## src/rtl/chnl_pkg.sv

```systemverilog
// Shared definitions for the CHNL receive path.
//   rx_state_e : receive-side transfer state
//   WORD_BITS  : width of one RIFFA length unit (a 32-bit word)
package chnl_pkg;

    localparam int WORD_BITS = 32;

    typedef enum logic [1:0] {
        S_IDLE    = 2'd0,
        S_OPENING = 2'd1,
        S_OPEN    = 2'd2
    } rx_state_e;

endpackage

```

## src/rtl/chnl_repack.sv

```systemverilog
// Width repacker from wide input words to narrow output words, in units of W-bit chunks.
// Chunk 0 (least significant) of an input word leaves first.
//   IN  : chunks per output word (out_data_o is W*IN bits)
//   OUT : chunks per input word  (in_data_i is W*OUT bits)
//   in_val_i/in_rdy_o/in_data_i    : input stream; in_rdy_o means "input consumed this cycle"
//   out_val_o/out_rdy_i/out_data_o : output stream
// Output words are formed from held chunks followed by the current input word, so an input
// is only taken when it is actually needed; with IN == OUT this is a pure pass-through.
module chnl_repack #(
    parameter int IN  = 1,
    parameter int OUT = 1,
    parameter int W   = 32
) (
    input  logic           clk,
    input  logic           rst,
    input  logic           in_val_i,
    output logic           in_rdy_o,
    input  logic [W*OUT-1:0] in_data_i,
    output logic           out_val_o,
    input  logic           out_rdy_i,
    output logic [W*IN-1:0] out_data_o
);

    localparam int CAP = IN + OUT;
    localparam int NC  = CAP + OUT + IN;
    localparam int CW  = $clog2(CAP + 1);

    logic [W-1:0]  buf_q [CAP];
    logic [W-1:0]  buf_d [CAP];
    logic [CW-1:0] cnt_q, cnt_d;
    logic [W-1:0]  comb_w [NC];
    logic          fire;
    int            c;
    int            n;

    always_comb begin
        c = int'(cnt_q);
        for (int i = 0; i < NC; i++) begin
            comb_w[i] = '0;
        end
        for (int i = 0; i < CAP; i++) begin
            if (i < c) comb_w[i] = buf_q[i];
        end
        for (int i = 0; i < NC; i++) begin
            for (int k = 0; k < OUT; k++) begin
                if (i == c + k) comb_w[i] = in_data_i[k*W +: W];
            end
        end

        out_val_o = (c >= IN) || (in_val_i && (c + OUT >= IN));
        fire      = out_val_o && out_rdy_i;
        // Take the input only when this output word reaches into it, or to accumulate
        // chunks when held + input still cannot form a word.
        in_rdy_o  = in_val_i && ((fire && (c < IN)) || (c + OUT < IN));

        for (int j = 0; j < IN; j++) begin
            out_data_o[j*W +: W] = comb_w[j];
        end
        for (int i = 0; i < CAP; i++) begin
            buf_d[i] = fire ? comb_w[i + IN] : comb_w[i];
        end
        n     = c + (in_rdy_o ? OUT : 0) - (fire ? IN : 0);
        cnt_d = CW'(n);
    end

    always_ff @(posedge clk or posedge rst) begin
        if (rst) begin
            cnt_q <= '0;
            for (int i = 0; i < CAP; i++) begin
                buf_q[i] <= '0;
            end
        end else begin
            cnt_q <= cnt_d;
            buf_q <= buf_d;
        end
    end

endmodule

```

## src/rtl/chnl_rx_fifo_mem.sv

```systemverilog
// Synchronous first-word-fall-through FIFO holding whole PCIe beats.
//   clk, rst      : clock, asynchronous active-high reset (flushes pointers)
//   wr_en_i       : write request; accepted when not full, or when full and popping
//   wr_data_i     : write data
//   rd_en_i       : pop request; ignored when empty
//   rd_data_o     : head entry, valid whenever !empty_o (no read latency)
//   full_o        : DEPTH entries held
//   empty_o       : no entries held
module chnl_rx_fifo_mem #(
    parameter int WIDTH = 32,
    parameter int DEPTH = 16
) (
    input  logic             clk,
    input  logic             rst,
    input  logic             wr_en_i,
    input  logic [WIDTH-1:0] wr_data_i,
    input  logic             rd_en_i,
    output logic [WIDTH-1:0] rd_data_o,
    output logic             full_o,
    output logic             empty_o
);

    localparam int AW = $clog2(DEPTH);

    logic [AW:0]      wr_ptr_q, wr_ptr_d;
    logic [AW:0]      rd_ptr_q, rd_ptr_d;
    logic [WIDTH-1:0] mem_q [DEPTH];
    logic             do_push;
    logic             do_pop;

    // Extra pointer MSB distinguishes full from empty when the indices match.
    assign empty_o = (wr_ptr_q == rd_ptr_q);
    assign full_o  = (wr_ptr_q[AW] != rd_ptr_q[AW]) && (wr_ptr_q[AW-1:0] == rd_ptr_q[AW-1:0]);

    assign do_pop  = rd_en_i && !empty_o;
    assign do_push = wr_en_i && (!full_o || do_pop);

    assign wr_ptr_d  = wr_ptr_q + {{AW{1'b0}}, do_push};
    assign rd_ptr_d  = rd_ptr_q + {{AW{1'b0}}, do_pop};
    assign rd_data_o = mem_q[rd_ptr_q[AW-1:0]];

    always_ff @(posedge clk or posedge rst) begin
        if (rst) begin
            wr_ptr_q <= '0;
            rd_ptr_q <= '0;
        end else begin
            wr_ptr_q <= wr_ptr_d;
            rd_ptr_q <= rd_ptr_d;
        end
    end

    // Storage is not reset; the pointers alone define what is valid.
    always_ff @(posedge clk) begin
        if (do_push) begin
            mem_q[wr_ptr_q[AW-1:0]] <= wr_data_i;
        end
    end

endmodule

```

## src/rtl/chnl_rx_fifo.sv

```systemverilog
// Buffered RIFFA CHNL receiver: one host transfer per CHNL_RX open, beats buffered in a
// DEPTH-entry FIFO, repacked to RX_WIDTH words on the o_* stream.
//   clk, rst                  : clock, asynchronous active-high reset
//   o_val/o_rdy/o_data        : consumer stream (RX_WIDTH)
//   o_busy                    : transfer open
//   o_done, o_short           : one-cycle close pulse; o_short if fewer than LEN words arrived
//   o_words                   : words received in the current/last transfer
//   CHNL_RX_CLK               : copy of clk
//   CHNL_RX, CHNL_RX_ACK      : transfer open / one-cycle acknowledge
//   CHNL_RX_LAST, CHNL_RX_OFF : not used
//   CHNL_RX_LEN               : transfer length in 32-bit words
//   CHNL_RX_DATA(_VALID/_REN) : host beat stream
//
// state     | meaning
// S_IDLE    | no transfer; waiting for CHNL_RX
// S_OPENING | CHNL_RX seen; ACK and latch LEN if still high
// S_OPEN    | accepting beats until CHNL_RX drops
module chnl_rx_fifo
    import chnl_pkg::*;
#(
    parameter int C_PCI_DATA_WIDTH = 32,
    parameter int RX_WIDTH         = 32,
    parameter int GCD              = 32,
    parameter int DEPTH            = 16
) (
    input  logic                        clk,
    input  logic                        rst,
    output logic                        o_val,
    input  logic                        o_rdy,
    output logic [RX_WIDTH-1:0]         o_data,
    output logic                        o_busy,
    output logic                        o_done,
    output logic                        o_short,
    output logic [31:0]                 o_words,
    output logic                        CHNL_RX_CLK,
    input  logic                        CHNL_RX,
    output logic                        CHNL_RX_ACK,
    input  logic                        CHNL_RX_LAST,
    input  logic [31:0]                 CHNL_RX_LEN,
    input  logic [30:0]                 CHNL_RX_OFF,
    input  logic [C_PCI_DATA_WIDTH-1:0] CHNL_RX_DATA,
    input  logic                        CHNL_RX_DATA_VALID,
    output logic                        CHNL_RX_DATA_REN
);

    localparam int WPB = C_PCI_DATA_WIDTH / WORD_BITS;

    rx_state_e                   state_q, state_d;
    logic [31:0]                 len_q, len_d;
    logic [31:0]                 words_q, words_d;
    logic [32:0]                 words_sum;
    logic                        need;
    logic                        fifo_push;
    logic                        fifo_pop;
    logic                        fifo_full;
    logic                        fifo_empty;
    logic [C_PCI_DATA_WIDTH-1:0] fifo_rd_data;
    logic                        rp_in_rdy;
    logic                        unused_inputs;

    assign unused_inputs = ^{CHNL_RX_LAST, CHNL_RX_OFF};
    assign CHNL_RX_CLK   = clk;
    assign o_busy        = (state_q == S_OPEN);
    assign o_words       = words_q;

    always_comb begin
        state_d          = state_q;
        len_d            = len_q;
        words_d          = words_q;
        CHNL_RX_ACK      = 1'b0;
        CHNL_RX_DATA_REN = 1'b0;
        fifo_push        = 1'b0;
        o_done           = 1'b0;
        o_short          = 1'b0;
        need             = (words_q < len_q);
        // 33 bits so words + WPB can never wrap past len.
        words_sum        = {1'b0, words_q} + 33'(WPB);

        case (state_q)
            S_IDLE: begin
                if (CHNL_RX) state_d = S_OPENING;
            end
            S_OPENING: begin
                if (CHNL_RX) begin
                    CHNL_RX_ACK = 1'b1;
                    len_d       = CHNL_RX_LEN;
                    words_d     = '0;
                    state_d     = S_OPEN;
                end else begin
                    state_d = S_IDLE;
                end
            end
            S_OPEN: begin
                if (CHNL_RX) begin
                    // Beats past LEN are always taken and dropped, even when the FIFO is full.
                    CHNL_RX_DATA_REN = CHNL_RX_DATA_VALID && (!need || !fifo_full);
                    if (CHNL_RX_DATA_REN && need) begin
                        fifo_push = 1'b1;
                        words_d   = (words_sum >= {1'b0, len_q}) ? len_q : words_sum[31:0];
                    end
                end else begin
                    state_d = S_IDLE;
                    o_done  = 1'b1;
                    o_short = need;
                end
            end
            default: state_d = S_IDLE;
        endcase
    end

    always_ff @(posedge clk or posedge rst) begin
        if (rst) begin
            state_q <= S_IDLE;
            len_q   <= '0;
            words_q <= '0;
        end else begin
            state_q <= state_d;
            len_q   <= len_d;
            words_q <= words_d;
        end
    end

    assign fifo_pop = !fifo_empty && rp_in_rdy;

    chnl_rx_fifo_mem #(
        .WIDTH (C_PCI_DATA_WIDTH),
        .DEPTH (DEPTH)
    ) u_fifo (
        .clk       (clk),
        .rst       (rst),
        .wr_en_i   (fifo_push),
        .wr_data_i (CHNL_RX_DATA),
        .rd_en_i   (fifo_pop),
        .rd_data_o (fifo_rd_data),
        .full_o    (fifo_full),
        .empty_o   (fifo_empty)
    );

    chnl_repack #(
        .IN  (RX_WIDTH / GCD),
        .OUT (C_PCI_DATA_WIDTH / GCD),
        .W   (GCD)
    ) u_repack (
        .clk        (clk),
        .rst        (rst),
        .in_val_i   (!fifo_empty),
        .in_rdy_o   (rp_in_rdy),
        .in_data_i  (fifo_rd_data),
        .out_val_o  (o_val),
        .out_rdy_i  (o_rdy),
        .out_data_o (o_data)
    );

endmodule

```

## config.mk

```make
export PLATFORM = sky130hd
export DESIGN_NAME = chnl_rx_fifo
export DESIGN_NICKNAME = d
export VERILOG_FILES = /design/src/rtl/chnl_pkg.sv /design/src/rtl/chnl_repack.sv /design/src/rtl/chnl_rx_fifo_mem.sv /design/src/rtl/chnl_rx_fifo.sv
export SDC_FILE = /design/constraint.sdc
export NUM_CORES = 1
export LEC_CHECK = 0
export BUFFER_PORTS_ARGS = -buffer_cell sky130_fd_sc_hd__buf_2
export CORE_MARGIN = 5
export CORE_UTILIZATION = 30
export CTS_BUF_LIST = sky130_fd_sc_hd__clkbuf_8
export CTS_CLUSTER_DIAMETER = 60
export DETAILED_ROUTE_END_ITERATION = 16
export PLACE_DENSITY = 0.52
export SLEW_MARGIN = 10
export SYNTH_ARGS = -nofsm -noshare
export SYNTH_HDL_FRONTEND = slang
export SYNTH_HIERARCHICAL = 1
export SYNTH_SLANG_ARGS = --single-unit
```

## constraint.sdc

```tcl
create_clock -name clk -period 15.6 [get_ports clk]
set_input_delay 0.78 -clock clk [delete_from_list [all_inputs] [get_ports clk]]
set_output_delay 0.78 -clock clk [all_outputs]
set_load 0.03 [all_outputs]
```

==> results.md, run 1 <==
- The flow ran to the end, and the final reports show no timing, DRC or antenna violations.
- The element type at the critical path end is a primary output.
- The TritonCTS clock tree is built.
- The number of global-route vias before repair is 17,500.
- The kind of cell with the highest combined delay along the critical path is buffers and inverters.
- Across every metal layer, demand over resource in global routing totals 0.144.
- The core region is 94,900 um^2.
- The number of antenna violations at the first check in global routing came to 8.
- For this design the top-level I/O count stands at 172.
- Measured against its own limit, the worst slew margin works out to 0.291.
- The net switching share of the total power is 0.343.
- The buffers plus inverters on the worst setup path is 3.
- The count of endpoints failing hold in the final timing report is 0.
- The count of input and output buffers is 139.
- Buffers inserted to repair hold after CTS numbered 1.
- In this run the most critical hold path is launched from CHNL_RX_LEN[22].
- For met1 alone, demand over resource in global routing was 0.194.
- The clock tree skew after final layout is 0.0512 ns.
- The first global-routing pass estimated 112 mm of wire.
- The worst reg2reg path endpoint is o_words[18].
- At the pin with the least slew margin, the transition time is 1.06 ns.
- The total of cells resized after clock tree synthesis is 0.
- The number of nets handed over by synthesis was 2,009.
- The area growth from synthesis to layout is 14.9%.
- For this run, the detailed router's first-pass iteration total came to 5.
- The starting DRC count in detailed routing is 1,265.
- The path depth of the worst reg2reg path is 15.
- For met2 alone, demand over resource in global routing was 0.235.
- The netlist uses 68 different library cells.
- The number of max-cap violations is 0.
- Clock-pin slew was measured on the worst setup and hold paths at 0.06 ns.
- The final worst slack is 6.63 ns.
- The worst hold path terminates at len_q[22].
- The wire length per cell after detailed routing is 22.4 um.
- The floorplan step set the die height to 319 um.
- Data arrives at the worst endpoint at 8.19 ns.
- The routed layout has 17,000 vias.
- The starting utilization of the core area is 0.302.
- The floorplan row count is 113.
- The worst slack at placement is 6.87 ns.
- The final cell utilization of the core is 0.347.
- Setup violations remaining at the end of the flow were counted as 0.
- Once detailed placement completed, the half-perimeter wirelength came to 43.3 mm.
- The cell that appears most often on the critical path is sky130_fd_sc_hd__clkbuf_8.
- The sequential share of power is 0.410.
- The clock insertion delay at the later pin of the skew report is 0.84 ns.
- The post-CTS repair timing setup buffer count is 0.
- The critical setup path kind is clock port to primary output.
- For this run, global-route usage on met3 was measured as 0.0352.
- The floorplan die width is 319 um.
- The layout cell share with drive strength beyond 1 is 0.233.
- The share of total power in the clock network is 0.296.
- The power spent charging and discharging nets is 1.76 mW.
- Setup repair after global routing left no endpoint under its margin.
- Across the VDD grid, the largest voltage drop is 0.179 mV.
- The congestion estimate from routability-driven global placement came to 0.798.
- The post-detailed-routing wire length is 75.9 mm.
- The startpoint type of the worst setup path is a clock port.
- The leakage power of the design is 12.1 nW.
- The critical path goes through clkbuf_8 > clkbuf_8 > buf_2.
- The share of total power dissipated in combinational logic is 0.294.
- After synthesis, the mean cell area works out to 15.6 um^2.
- For this run, the post-layout net count is 2,198.
- The post-synthesis cell area is 28,700 um^2.
- The count of antenna-violating nets left after detailed routing is 0.
- For this run, the slowest stage of the critical path takes 0.16 ns.
- The cell-internal power is 3.38 mW.
- Of all nets on the critical path, the largest fanout is 3.
- The warning count from the yosys run is 6.
- The critical path required time is 14.82 ns.
- After global routing the overflow that remains totals 0.
- The post-detailed-route DRC marker count is 0.
- The start of the worst register-to-register path is o_words[0].
- The proportion of synthesized chip area in sequential cells is 0.660.
- The path class of the lowest-slack min-delay path is primary input to flip-flop.
- The number of max-slew violations in the final report is 0.
- The number of enable-type register cells in the synthesized netlist is 512.
- The proportion of register bits with asynchronous set or reset after synthesis is 0.217.
- The cell type of the slowest stage on the worst timing path is sky130_fd_sc_hd__buf_2.
- Synthesis inferred 654 register bits.
- The most used flip-flop cell after synthesis is sky130_fd_sc_hd__edfxtp_1.
- The largest net degree at the start of global routing is 67.
- The number of vias per cell after detailed routing is 5.03.
- The number of instances in the synthesized netlist is 1,837.
- The power per unit of standard cell area is 156 nW/um^2.
- The cell depth of the worst min-delay path is 3.
- met2 is the most crowded layer.
- The final setup TNS is 0 ns.
- The floorplan step defined a die boundary enclosing 102,000 um^2.
- The register-to-register setup slack is 10.65 ns.
-- cell usage after synthesis, drive strengths merged (26+ instances only) --
master,number,area share
a221o,26,0.0091
a22o,32,0.0098
a22oi,89,0.023
buf,82,0.022
clkbuf,30,0.0041
dfrtp,142,0.12
edfxtp,512,0.54
ha,71,0.031
inv,60,0.0079
mux2,32,0.013
mux2i,132,0.046
mux4,78,0.062
nand2,108,0.014
nand3,93,0.016
nor2,35,0.0050
o21a,28,0.0073
o21ai,72,0.013
xnor2,29,0.0089
-- sequential cells by signal, indices dropped and copies added, names as in the netlist --
register and flops:
len_q 32, state_q 2, u_fifo/wr_ptr_q 5, u_repack/cnt_q 2, u_repack/buf_q 64, u_fifo/mem_q 512
u_fifo/rd_ptr_q 5, o_words 32
-- power by group through the flow --
stage | combinational, mW | clock (mW) | sequential, mW
3_5_place_dp | 1.52 | 0.00808 | 2.15
2_1_floorplan | 1.14 | 0.00960 | 2.09
4_1_cts | 1.53 | 1.58 | 2.11
5_1_grt | 1.63 | 1.66 | 2.13
6_report | 1.51 | 1.52 | 2.11
3_3_place_gp | 1.50 | 0.00808 | 2.14
-- worst max-delay path by stage --
stage                     startpoint     endpoint  slack, ns  depth (start not counted)
after floorplan                  clk  CHNL_RX_CLK       6.87                          1
after global placement           clk  CHNL_RX_CLK       6.87                          1
after detailed placement         clk  CHNL_RX_CLK       6.87                          1
after CTS                        clk  CHNL_RX_CLK       6.62                          3
after global routing             clk  CHNL_RX_CLK       6.62                          3
final                            clk  CHNL_RX_CLK       6.63                          3
-- worst min-delay path: stages --
cell and delay, ns:
sky130_fd_sc_hd__buf_2 0.08, sky130_fd_sc_hd__nand2_1 0.04, sky130_fd_sc_hd__o21ai_0 0.06
-- layout make-up --
cell class | instances | area [um^2]
flip-flops and latches | 654 | 18900
clock buffers | 135 | 1850
multi-input cells | 1010 | 8880
inverters | 61 | 245
well taps | 1265 | 1580
repair buffers | 183 | 1030
fillers | 9158 | 61900
diodes | 2 | 5.00
clock inverters | 79 | 407
-- placed cells by master (no fill, tap or decap), types with 6 or more instances in the layout --
| cell type | Yosys | routed |
|---|---|---|
| sky130_fd_sc_hd__buf_2 | 36 | 139 |
| sky130_fd_sc_hd__a21oi_1 | 25 | 25 |
| sky130_fd_sc_hd__o21ai_0 | 54 | 54 |
| sky130_fd_sc_hd__mux2_2 | 32 | 32 |
| sky130_fd_sc_hd__buf_4 | 19 | 44 |
| sky130_fd_sc_hd__mux2i_1 | 132 | 132 |
| sky130_fd_sc_hd__clkbuf_8 | 0 | 134 |
| sky130_fd_sc_hd__nor3_1 | 16 | 7 |
| sky130_fd_sc_hd__a221o_1 | 26 | 26 |
| sky130_fd_sc_hd__clkinv_1 | 0 | 24 |
| sky130_fd_sc_hd__and4_1 | 6 | 6 |
| sky130_fd_sc_hd__a22oi_1 | 89 | 89 |
| sky130_fd_sc_hd__dfrtp_1 | 142 | 138 |
| sky130_fd_sc_hd__nor2_1 | 32 | 31 |
| sky130_fd_sc_hd__o211ai_1 | 21 | 21 |
| sky130_fd_sc_hd__nand4_1 | 23 | 23 |
| sky130_fd_sc_hd__clkinv_2 | 0 | 20 |
| sky130_fd_sc_hd__nor3_2 | 1 | 10 |
| sky130_fd_sc_hd__a22o_1 | 32 | 32 |
| sky130_fd_sc_hd__nand2_1 | 107 | 107 |
| sky130_fd_sc_hd__xor2_1 | 14 | 14 |
| sky130_fd_sc_hd__nand3_1 | 93 | 93 |
| sky130_fd_sc_hd__inv_1 | 58 | 84 |
| sky130_fd_sc_hd__edfxtp_1 | 512 | 512 |
| sky130_fd_sc_hd__o21ai_1 | 18 | 18 |
| sky130_fd_sc_hd__a21o_1 | 9 | 9 |
| sky130_fd_sc_hd__ha_1 | 71 | 71 |
| sky130_fd_sc_hd__nor2b_1 | 17 | 13 |
| sky130_fd_sc_hd__mux4_2 | 70 | 70 |
| sky130_fd_sc_hd__mux4_1 | 8 | 8 |
| sky130_fd_sc_hd__o21a_1 | 28 | 28 |
| sky130_fd_sc_hd__xnor2_1 | 29 | 29 |
-- logic make-up (layout without fill, tap and decap cells) --
family | after synthesis | after routing | share of synthesized area
flip-flops | 654 | 654 | 0.660
AO/OA/AOI/OAI | 318 | 318 | 0.0799
other | 0 | 2 | 0
AND/OR/NAND/NOR | 336 | 336 | 0.0606
multiplexers | 242 | 242 | 0.121
XOR/XNOR | 43 | 43 | 0.0131
buffers and inverters | 173 | 458 | 0.0342
adder cells (fa/ha/maj) | 71 | 71 | 0.0310
-- per-stage QoR --
stage | cells | instance area (um^2) | power (mW) | hold WS, ns
floorplan | 1837 | 28700 | 3.24 | 0.437
global placement | 3173 | 30700 | 3.64 | 0.450
detailed placement | 3173 | 30700 | 3.68 | 0.470
CTS | 3387 | 32900 | 5.22 | 0.0851
global route | 3388 | 32900 | 5.42 | 0.106
finish | 3389 | 32900 | 5.15 | 0.156
-- per-layer routing --
| layer | vias up | share of wire |
|---|---|---|
| met1 | 8818 | 0.44 |
| li1 | 7593 | - |
| met3 | 128 | 0.061 |
| met2 | 487 | 0.47 |
| met5 | - | 0.00053 |
| met4 | 6 | 0.023 |
No activity file was read; power rests on OpenSTA's default activity.
==> inputs of run 2 (changes only) <==
--- a/config.mk
+++ b/config.mk
@@ -11,7 +11,7 @@
 export CTS_BUF_LIST = sky130_fd_sc_hd__clkbuf_8
 export CTS_CLUSTER_DIAMETER = 60
 export DETAILED_ROUTE_END_ITERATION = 16
-export PLACE_DENSITY = 0.52
+export PLACE_DENSITY = 0.54
 export SLEW_MARGIN = 10
 export SYNTH_ARGS = -nofsm -noshare
 export SYNTH_HDL_FRONTEND = slang
==> constraint.sdc (replaced) <==
create_clock -name clk -period 7.6 [get_ports clk]
set_input_delay 0.38 -clock clk [delete_from_list [all_inputs] [get_ports clk]]
set_output_delay 0.38 -clock clk [all_outputs]
set_load 0.03 [all_outputs]
==> run 2 against run 1 <==
Compared with the run above: clock skew grew 0.0062 ns; critical path type is now flip-flop to flip-flop; sequential share of layout area shrank 0.97 points; largest cell class unchanged; largest power group unchanged; worst hold slack worse by 0.043 ns; sequential power rose by 110%; cell count is 1.7% higher; die area is the same; critical path depth increased by 7; wire length fell by 4.1%; first-iteration DRC count shrank 5.7%; count of clock-buffer cells in the layout decreased by 13; non-clock buffer count is 66 higher.
==> results.md, run 2 (synthesized netlist as in run 1, its figures left out) <==
- In this run the most critical hold path is launched from o_rdy.
- The worst hold path terminates at u_repack/buf_q[57].
- The worst register-to-register path begins at o_words[9].
- The largest net degree at the start of global routing came to 96 (+43%).
- The number of vias per cell after detailed routing is 4.97 (-1.2%).
- The sequential cell area was 18,900 um^2 (unchanged).
- The starting utilization of the core area is 0.302 (unchanged).
- The register-to-register setup slack was 2.56 ns (-8.09 ns).
- The post-route minimum period is 5.04 ns.
- The maximum vdd drop is 0.325 mV (+81%).
- The final weighted congestion of routability-driven global placement is 0.827 (+3.6%).
- The global-route wire length before repair was 111 mm (-1.2%).
- The count of placed standard cells in the final layout, fillers left out was 3,448 (+1.7%).
- The global-route total usage across every layer is 0.140 (-0.00400).
- The clock slew seen by the registers of the worst setup and hold paths came to 0.06 ns (about the same).
- The uppermost layer routed is met5.
- The critical path required time was 8.06 ns (-6.76 ns).
- The post-detailed-routing wire length is 72.8 mm (-4.1%).
- The area added between synthesis and finish is 16.8%.
- The final design area excluding fillers is 33,500 um^2 (+1.7%).
- The cell depth of the worst min-delay path was 3 (unchanged).
- The final cell utilization of the core came to 0.353 (+0.00595).
- The detailed-route via count is 17,100 (+0.54%).
- The clock insertion delay at the later pin of the skew report is 0.86 ns (+0.02 ns).
- The detailed placer's ending HPWL was 43.4 mm (+0.35%).
- The count of input and output buffers was 139 (unchanged).
- STA classifies the critical path endpoint as a flip-flop.
- The worst-path maximum fanout is 65 (+62).
- The detailed-route wire length on metal 1 came to 32.9 mm (-1.6%).
- The number of antenna violations at the first check in global routing is 3 (-5).
- The power per unit of standard cell area is 311 nW/um^2 (+99%).
- The number of max-cap violations is 0 (unchanged).
- The leakage power of the design is 12.3 nW (+2.2%).
- Dividing the final minimum period by the clock period gives 0.663.
- The chip height came to 319 um (unchanged).
- The number of primary I/O pins is 172 (unchanged).
- The endpoint identified for the worst register-to-register timing path is u_fifo/mem_q[11][3].
- The footprint of the multi-input gates is 8890 um^2 (+0.13%).
- Setup repair after global routing left no endpoint under its margin.
- The first-pass detailed-route iteration total is 5 (unchanged).
- The critical setup path kind is flip-flop to flip-flop.
- The final worst slack was 2.56 ns (-4.07 ns).
- The clock tree skew after final layout is 0.0574 ns (+0.00617 ns).
- The total of cells resized after clock tree synthesis was 0 (unchanged).
- The worst slack at placement is 2.54 ns (-4.33 ns).
- The floorplan row count is 113 (unchanged).
- The residual overflow from global routing is 0 (unchanged).
- The slew at the pin closest to its max-slew limit is 1.18 ns (+0.119 ns).
- The normalized max-slew margin is 0.208 (-0.0837).
- The layout cell share with drive strength beyond 1 came to 0.221 (-0.0123).
- The setup violation total in the final timing report is 0 (unchanged).
- The met3 wire length was 4.14 mm (-11%).
- The wire length per cell after detailed routing is 21.1 um (-5.7%).
- The placeable core region was 94,900 um^2 (unchanged).
- The floorplan die area is 102,000 um^2 (unchanged).
- In the layout the commonest cells are sky130_fd_sc_hd__edfxtp_1, sky130_fd_sc_hd__buf_2, sky130_fd_sc_hd__dfrtp_1.
- The overall power consumption came to 10.4 mW (+100%).
- The post-detailed-route DRC marker count is 0 (unchanged).
- The count of antenna-violating nets left after detailed routing is 0 (unchanged).
- The floorplan die width is 319 um (unchanged).
- Derived from the worst setup path, the maximum achievable clock frequency is 198 MHz.
- The count of endpoints failing hold in the final timing report is 0 (unchanged).
- The number of global-route vias before repair was 18,000 (+3.1%).
- The number of max-slew violations in the final report is 0 (unchanged).
- The arrival time reported for the critical path endpoint is 5.50 ns (-2.69 ns).
- The worst-case hold slack is 0.112 ns (-0.0432 ns).
- The number of instances in the placed design came to 3,174 (+0.032%).
- The starting DRC count in detailed routing came to 1,193 (-5.7%).
- The number of flip-flops under the largest register name is 512 (unchanged).
- The run finished with clean final reports.
- The path depth of the worst reg2reg path was 10 (-5).
- The most common library cell in the layout ignoring fill and taps is sky130_fd_sc_hd__edfxtp_1.
- The path class of the lowest-slack min-delay path is primary input to flip-flop.
- The final setup TNS is 0 ns (unchanged).
- The TritonCTS clock tree is built.
- The number of inserted filler cells in the final layout is 9,047 (-1.2%).
- The area of placed instances is 30,700 um^2 (+0.11%).
- The startpoint type of the worst setup path is a flip-flop.
- The met2 wire length is 34.5 mm (-4.4%).
- The number of nets in the layout came to 2,262 (+2.9%).
[run 2: what timing repair did]
action,4_1_cts,5_1_grt
setup buffers,0,0
hold endpoints to repair,688,0
hold buffers,66,0
setup endpoints to repair,0,0
[run 2: where the power goes]
part	switching (mW)	total [mW]	internal, mW
clock	1.46	2.97	1.52
combinational	1.93	3.12	1.19
sequential	0.205	4.33	4.12
total	3.59	10.4	6.83
[run 2: layout make-up]
| class | instances | share of cell area |
|---|---|---|
| clock buffers | 122 | 0.0499 |
| flip-flops and latches | 654 | 0.565 |
| well taps | 1265 | 0.0473 |
| diodes | 2 | 0.000149 |
| multi-input cells | 1010 | 0.265 |
| clock inverters | 85 | 0.0136 |
| inverters | 61 | 0.00728 |
| repair buffers | 249 | 0.0512 |
[run 2: worst max-delay path by stage]
stage / slack [ns] / endpoint / cells after the start / from
2_1_floorplan: 1.06 / u_fifo/mem_q[12][0] / 11 / o_words[9]
3_3_place_gp: 2.60 / u_fifo/mem_q[11][0] / 10 / o_words[9]
3_5_place_dp: 2.54 / u_fifo/mem_q[11][0] / 10 / o_words[9]
4_1_cts: 2.49 / u_fifo/mem_q[11][21] / 10 / o_words[9]
5_1_grt: 2.37 / o_words[12] / 15 / o_words[0]
6_report: 2.56 / u_fifo/mem_q[11][3] / 10 / o_words[9]
[run 2: routing by layer]
metal | GRT usage | vias to the layer above
li1 | - | 7723
met1 | 0.193 | 8797
met2 | 0.228 | 502
met3 | 0.0296 | 100
met4 | 0.0378 | 2
met5 | 0 | -
[run 2: worst max-delay path, stage by stage, from the launching register on]
cell	delay (ns)
sky130_fd_sc_hd__dfrtp_1	0.46
sky130_fd_sc_hd__ha_1	0.35
sky130_fd_sc_hd__and4_4	0.20
sky130_fd_sc_hd__nor2b_1	0.12
sky130_fd_sc_hd__a211o_1	0.28
sky130_fd_sc_hd__o31ai_1	0.45
sky130_fd_sc_hd__or4b_4	0.87
sky130_fd_sc_hd__clkinv_8	0.26
sky130_fd_sc_hd__o31ai_4	0.26
sky130_fd_sc_hd__nor3_4	0.86
sky130_fd_sc_hd__buf_4	0.52
